<file path="config.mk">
export PLATFORM = sky130hd
export DESIGN_NAME = pc_flow_ctrl
export DESIGN_NICKNAME = d
export VERILOG_FILES = /design/src/rtl/pc_flow_ctrl.sv
export SDC_FILE = /design/constraint.sdc
export NUM_CORES = 1
export LEC_CHECK = 0
export CORE_ASPECT_RATIO = 1.2
export CORE_UTILIZATION = 30
export DETAILED_ROUTE_END_ITERATION = 10
export PLACE_DENSITY_LB_ADDON = 0.3
export SLEW_MARGIN = 10
export SYNTH_ARGS = -nofsm -noshare
export SYNTH_HDL_FRONTEND = slang
export SYNTH_SLANG_ARGS = --single-unit
</file>
<file path="constraint.sdc">
create_clock -name clk -period 3.7 [get_ports clk]
set_clock_uncertainty 0.15 [all_clocks]
set_input_delay 0.555 -clock clk [delete_from_list [all_inputs] [get_ports clk]]
set_output_delay 0.555 -clock clk [all_outputs]
set_load 0.02 [all_outputs]
</file>
<file path="src/rtl/pc_flow_ctrl.sv">
// pc_flow_ctrl: control-flow sequencer driving registered PC-bank strobes
// from next/jump/branch/call/return requests, with shadow call depth and sticky fault.
module pc_flow_ctrl #(
    parameter int ADDR_W = 9,
    parameter int DEPTH  = 8
) (
    input  logic                      clk,
    input  logic                      rst,
    input  logic                      req_valid,
    output logic                      req_ready,
    input  logic [2:0]                req_op,
    input  logic [ADDR_W-1:0]         req_target,
    input  logic                      req_cond,
    output logic                      pc_inc,
    output logic                      pc_ref_inc,
    output logic                      pc_ref_dec,
    output logic                      pc_set,
    output logic [ADDR_W-1:0]         pc_set_value,
    output logic [$clog2(DEPTH)-1:0]  depth,
    output logic                      busy,
    output logic                      fault
);
    localparam int DW = $clog2(DEPTH);
    localparam logic [2:0] OP_NEXT = 3'd0, OP_JUMP = 3'd1, OP_BRANCH = 3'd2,
                           OP_CALL = 3'd3, OP_RET = 3'd4;
    typedef enum logic [1:0] {IDLE, CALL_SET, FAULT} state_t;
    state_t              state_q, state_d;
    logic [DW-1:0]       depth_q, depth_d;
    logic                fault_q, fault_d;
    logic [ADDR_W-1:0]   tgt_q, tgt_d;
    logic [ADDR_W-1:0]   val_q, val_d;
    logic                inc_q, inc_d, rinc_q, rinc_d, rdec_q, rdec_d, set_q, set_d;
    logic                accept;
    assign req_ready    = (state_q == IDLE) & ~fault_q;
    assign accept       = req_valid & req_ready;
    assign pc_inc       = inc_q;
    assign pc_ref_inc   = rinc_q;
    assign pc_ref_dec   = rdec_q;
    assign pc_set       = set_q;
    assign pc_set_value = val_q;
    assign depth        = depth_q;
    assign busy         = state_q == CALL_SET;
    assign fault        = fault_q;
    always_comb begin
        state_d = state_q;
        depth_d = depth_q;
        fault_d = fault_q;
        tgt_d   = tgt_q;
        val_d   = val_q;
        inc_d   = 1'b0;
        rinc_d  = 1'b0;
        rdec_d  = 1'b0;
        set_d   = 1'b0;
        case (state_q)
            IDLE: begin
                if (accept) begin
                    case (req_op)
                        OP_NEXT: inc_d = 1'b1;
                        OP_JUMP: begin
                            set_d = 1'b1;
                            val_d = req_target;
                        end
                        OP_BRANCH: begin
                            inc_d = ~req_cond;
                            set_d = req_cond;
                            val_d = req_cond ? req_target : val_q;
                        end
                        OP_CALL: begin
                            if (depth_q == DW'(DEPTH - 1)) begin
                                fault_d = 1'b1;
                                state_d = FAULT;
                            end else begin
                                // caller frame advances past the call before the push
                                inc_d   = 1'b1;
                                rinc_d  = 1'b1;
                                tgt_d   = req_target;
                                depth_d = depth_q + DW'(1);
                                state_d = CALL_SET;
                            end
                        end
                        OP_RET: begin
                            if (depth_q == '0) begin
                                fault_d = 1'b1;
                                state_d = FAULT;
                            end else begin
                                rdec_d  = 1'b1;
                                depth_d = depth_q - DW'(1);
                            end
                        end
                        default: begin
                            fault_d = 1'b1;
                            state_d = FAULT;
                        end
                    endcase
                end
            end
            CALL_SET: begin
                set_d   = 1'b1;
                val_d   = tgt_q;
                state_d = IDLE;
            end
            default: state_d = FAULT;
        endcase
    end
    always_ff @(posedge clk or posedge rst) begin
        if (rst) begin
            state_q <= IDLE;
            depth_q <= '0;
            fault_q <= 1'b0;
            tgt_q   <= '0;
            val_q   <= '0;
            inc_q   <= 1'b0;
            rinc_q  <= 1'b0;
            rdec_q  <= 1'b0;
            set_q   <= 1'b0;
        end else begin
            state_q <= state_d;
            depth_q <= depth_d;
            fault_q <= fault_d;
            tgt_q   <= tgt_d;
            val_q   <= val_d;
            inc_q   <= inc_d;
            rinc_q  <= rinc_d;
            rdec_q  <= rdec_d;
            set_q   <= set_d;
        end
    end
endmodule

</file>
After elaboration in Yosys (flattened, before gate mapping)
Index checks and enable logic that the tools add are counted.
{"block": "word_totals", "inputBits": 16, "latchBits": 0, "n_memories": 0, "ram_bits": 0, "rom_bits": 0, "register_bits": 28, "wordCells": 72, "out_inout_bits": 19}
{"block": "classes", "mux": 29, "mul": 0, "bitwise": 6, "shifts": 0, "add_sub_neg": 2, "n_reduce_logical": 11, "div_mod_pow": 0, "order_cmp": 0, "eq_ne": 15}
{"operator": "one-hot mux 9 bit (2 select lines)", "n": 2}
{"operator": "2-to-1 mux 9 bit", "n": 2}
{"operator": "2-to-1 mux 1 bit", "n": 13}
{"operator": "!= test 2 bit, second input constant", "n": 6}
{"operator": "AND reduction 5 bit", "n": 2}
{"operator": "AND reduction 4 bit", "n": 2}
{"operator": "== test 3 x 2 -> 1 bit, second input constant", "n": 2}
{"operator": "== test 3 bit, second input constant", "n": 2}
{"operator": "zero test 3 bit", "n": 2}
{"operator": "2-to-1 mux 2 bit", "n": 3}
{"operator": "2-to-1 mux 3 bit", "n": 2}
{"operator": "!= test 3 bit, second input constant", "n": 2}
{"operator": "one-hot mux 1 bit (3 select lines)", "n": 2}
{"operator": "one-hot mux 2 bit (3 select lines)", "n": 1}
{"operator": "one-hot mux 3 bit (2 select lines)", "n": 1}
{"operator": "inverter 1 bit", "n": 4}
{"operator": "one-hot mux 1 bit (2 select lines)", "n": 2}
{"operator": "one-hot mux 2 bit (2 select lines)", "n": 1}
{"operator": "nonzero test 2 bit", "n": 2}
{"operator": "adder 3 x 1 -> 3 bit, second input constant", "n": 1}
{"operator": "== test 3 x 1 -> 1 bit, second input constant", "n": 1}
{"operator": "!= test 3 x 1 -> 1 bit, second input constant", "n": 1}
{"operator": "AND reduction 3 bit", "n": 1}
{"operator": "OR reduction 3 bit", "n": 1}
{"operator": "other kinds (4)", "n": 5}

Depth between registers and ports, before layout
{"block": "depth", "depth_word": 5, "ltp_mapped": 5, "mapped_depth_nobuf": 5}

Least setup slack after synthesis
Ideal clock, no wire load.
{"block": "synth_path", "path_kind": "input to register", "from": "in req_op[1]", "to": "reg depth_q[2], in the netlist depth[2]", "t_arrival_ns": 1.845, "path_slack_ns": 1.575, "n_path_buf": 0, "path_stages": 5, "setup_ns": 0.131, "t_required_ns": 3.419, "cell_sequence": "or3b_4 fa_1 xnor2_1 a211o_1 xnor2_1"}
{"block": "synth_between", "elab_chain_cells": 3, "word_cells_on_any_way": 7, "cone_classes": "4 x eq/ne; 1 x mux; 2 x reduce/logical"}
{"item": "start, declared", "line_no": "11", "source": "input logic [2:0] req_op,"}
{"item": "== test 3 bit / == test 3 x 2 -> 1 bit (equally long branches)", "line_no": "57", "source": "case (req_op)"}
{"item": "!= test 2 bit (no source line) / nonzero test 2 bit (equally long branches)"}
{"item": "AND reduction 5 bit (no source line)"}
{"item": "end signal, assigned", "line_no": "118", "source": "depth_q <= depth_d;"}
{"item": "end, declared", "line_no": "28", "source": "logic [DW-1:0] depth_q, depth_d;"}
Parallel ways exist; a longest one is shown, timed or not.
A chain may end at the register's enable or synchronous reset.

Worst setup path after layout
{"block": "layout_path", "from": "reg state_q[1]", "to": "out busy"}
{"block": "layout_between", "elab_chain_cells": 1}
{"item": "start, declared", "line_no": "27", "source": "state_t state_q, state_d;"}
{"item": "start signal, assigned", "line_no": "117", "source": "state_q <= state_d;"}
{"item": "== test 2 x 1 -> 1 bit", "line_no": "42", "source": "assign busy = state_q == CALL_SET;"}
{"item": "end, declared", "line_no": "20", "source": "output logic busy,"}
Every way passes these cells.

==> results_dict.tcl <==
set metrics [dict create \
    layout-area-overhead-vs-synth_pct 36.0 \
    synth_area_leaders "dfrtp_1 (56%), mux2_2 (24%), xnor2_1 (2.1%)" \
    yosysWarnings 0 \
    finalCritPeriodShare_pct 68.8 \
    wirelength_microns 2520 \
    syn_inst 90 \
    tns_ns 0 \
    ctsHtreeMaxLevel 1 \
    grt_max_degree 29 \
    arrival_ns 1.84 \
    dr.pass1.iters 2 \
    postCtsHoldBufs 0 \
    ctsResizeCount 0 \
    core.rowCount 25 \
    register_area_sq_um 701 \
    drc 0 \
    fillCellCount 391 \
    clock-sinks 28 \
    rsz0062_at_grt "false" \
    holdWs_ns 0.363 \
    die_h_microns 73.1 \
    core-area_sq_um 3970 \
    io_pins 35 \
    fp.dieW_microns 61.2 \
    synth_area_leader_cell "dfrtp_1" \
    drtIter0Drc 41 \
    min_period_ns 2.54 \
    cap_violations 0 \
    startpoint_type "flip-flop" \
    crit_required_ns 2.99 \
    viasPerCell 4.63 \
    grt_antenna_before_repair 0 \
    worstMarginPinSlew_ns 1.05 \
    port_buffers 34 \
    synth_nets 107 \
    clk_pin_slew_ns 0.09 \
    netlist_area_sq_um 1260 \
    p_leak_uw 0.000764 \
    vdd_drop_max_v 0.000349 \
    root_buffer "clkbuf_8" \
    finalSetupViolCount 0 \
    clockPowerShare_pct 16.7 \
    netSwitchingFraction_pct 32.0 \
    vias 833 \
    drtAntennaViolNets 0 \
    combPwrFrac_pct 38.5 \
    hold_violations 0 \
    die-area_sq_um 4470 \
    synth_cell_types 26 \
    grt_pass1_wl_microns 4190 \
    powerDensity_nw_per_um2 644 \
    synth-seq-cells 28 \
    drive_above_1_share_pct 31.0 \
    diodes 0 \
    path_max_fanout 10 \
    initial_core_util_pct 31.8 \
    synth_top_area_share_pct 55.5 \
    place_hpwl_microns 1770 \
    p_switching_uw 354 \
    p_seq_share_pct 44.8 \
    rrSetupSlack_ns 1.64 \
    critPathKind "reg -> out" \
    relSlewSlack_pct 30.1 \
    cts_buffers 3 \
    timing.fmax_mhz 393 \
    gp_congestion 0.852 \
    cts_tree "yes" \
    hold_path.class "reg -> reg" \
    worst_setup_path_end_kind "output pin" \
    grt_use_total_pct 12.7 \
    cts_buffer_depth 2 \
    avgSynthCellArea_sq_um 14.0 \
    wire_per_inst_microns 14.0 \
    slew_viol_final 0 \
    finalNetCount 144 \
    status "finished, final reports clean" \
    yosysSeqAreaShare_pct 55.5 \
    internal_power_uw 751 \
    clk_latency_ns 0.27 \
    grt-ovfl-total 0 \
    multi_input_area_sq_um 538 \
    grt_pass1_vias 878 \
    cts_setup_buffers 0 \
]
## state kept, by name, indices dropped and copies added (netlist names)
name          count
state_q           2
pc_inc            1
pc_set_value      9
pc_set            1
pc_ref_inc        1
tgt_q             9
pc_ref_dec        1
depth             3
fault             1
## worst paths after layout
| path | end | from | cells after the start |
|---|---|---|---|
| max | busy | state_q[1] | 3 |
| min in group asynchronous | pc_ref_inc | rst | 2 |
| min | tgt_q[0] | tgt_q[0] | 1 |
| max in group asynchronous | tgt_q[2] | rst | 2 |
| max reg2reg | tgt_q[5] | fault | 3 |
| min reg2reg | tgt_q[0] | tgt_q[0] | 1 |
## final cells by class
type	instances	area share, %
Sequential cell	28	40.8
Tap cell	54	3.94
Clock buffer	4	3.21
Inverter	4	0.875
Multi-Input combinational cell	56	31.3
Timing Repair Buffer	34	19.8
## synthesized netlist by cell type (all sizes together)
cell    number
clkbuf       1
a41oi        1
o211a        1
nand2        1
nor2         7
o21a         1
nor3         2
inv          4
or4b         1
fa           1
or2          3
nand2b       1
mux2i        1
buf          1
a211oi       1
a211o        1
xnor2        3
or3b         1
mux2        27
a21o         2
dfrtp       28
a311o        1
## kinds of logic (layout without fill, tap and decap cells)
group                    Yosys count  after routing  synth area share [%]
multiplexers                      28             28                  24.9
adder cells (fa/ha/maj)            1              1                  1.59
AND/OR/NAND/NOR                   16             16                  8.52
XOR/XNOR                           3              3                  2.08
flip-flops                        28             28                  55.5
AO/OA/AOI/OAI                      8              8                  5.55
buffers and inverters              6             42                  1.88
## critical path, cell delays in order, from the launching register on
cell             delay, ns
dfrtp_1               0.43
nand2b_1              0.41
inv_1                 0.12
clkdlybuf4s50_1       0.61
## power by group through the flow
stage               logic [uW]  registers (uW)  clock network (uW)
floorplan                  154             572                   0
global placement           421             494                   0
detailed placement         430             501                   0
CTS                        432             498                 193
global route               460             512                 204
finish                     426             495                 184
## metrics by stage
step | cell area, sq um | power (uW) | worst slack, ns | util, % | instances
final | 1720 | 1110 | 1.16 | 43.2 | 180
after detailed placement | 1660 | 932 | 0.968 | 41.8 | 176
after floorplan | 1260 | 726 | 1.57 | - | 90
after CTS | 1720 | 1120 | 1.14 | 43.2 | 180
after global routing | 1720 | 1180 | 1.05 | 43.2 | 180
after global placement | 1660 | 915 | 0.996 | 41.8 | 176
## cell usage in the layout (no fill, tap or decap), types with 2 or more instances in the layout
cell type / instances
mux2_2: 27
nor2_1: 5
inv_1: 4
dfrtp_1: 28
xnor2_1: 3
clkbuf_8: 4
or2_2: 2
clkdlybuf4s50_1: 34
nor3_1: 2
## metal layers
| layer | vias up | track usage [%] | wire [microns] |
|---|---|---|---|
| li1 | 388 | - | - |
| met1 | 411 | 17.6 | 1140 |
| met2 | 30 | 19.4 | 1210 |
| met3 | 4 | 3.01 | 138 |
| met4 | 0 | 3.79 | 25 |
| met5 | - | 0 | 0 |
Note: power is estimated with default switching activity, not from simulation.
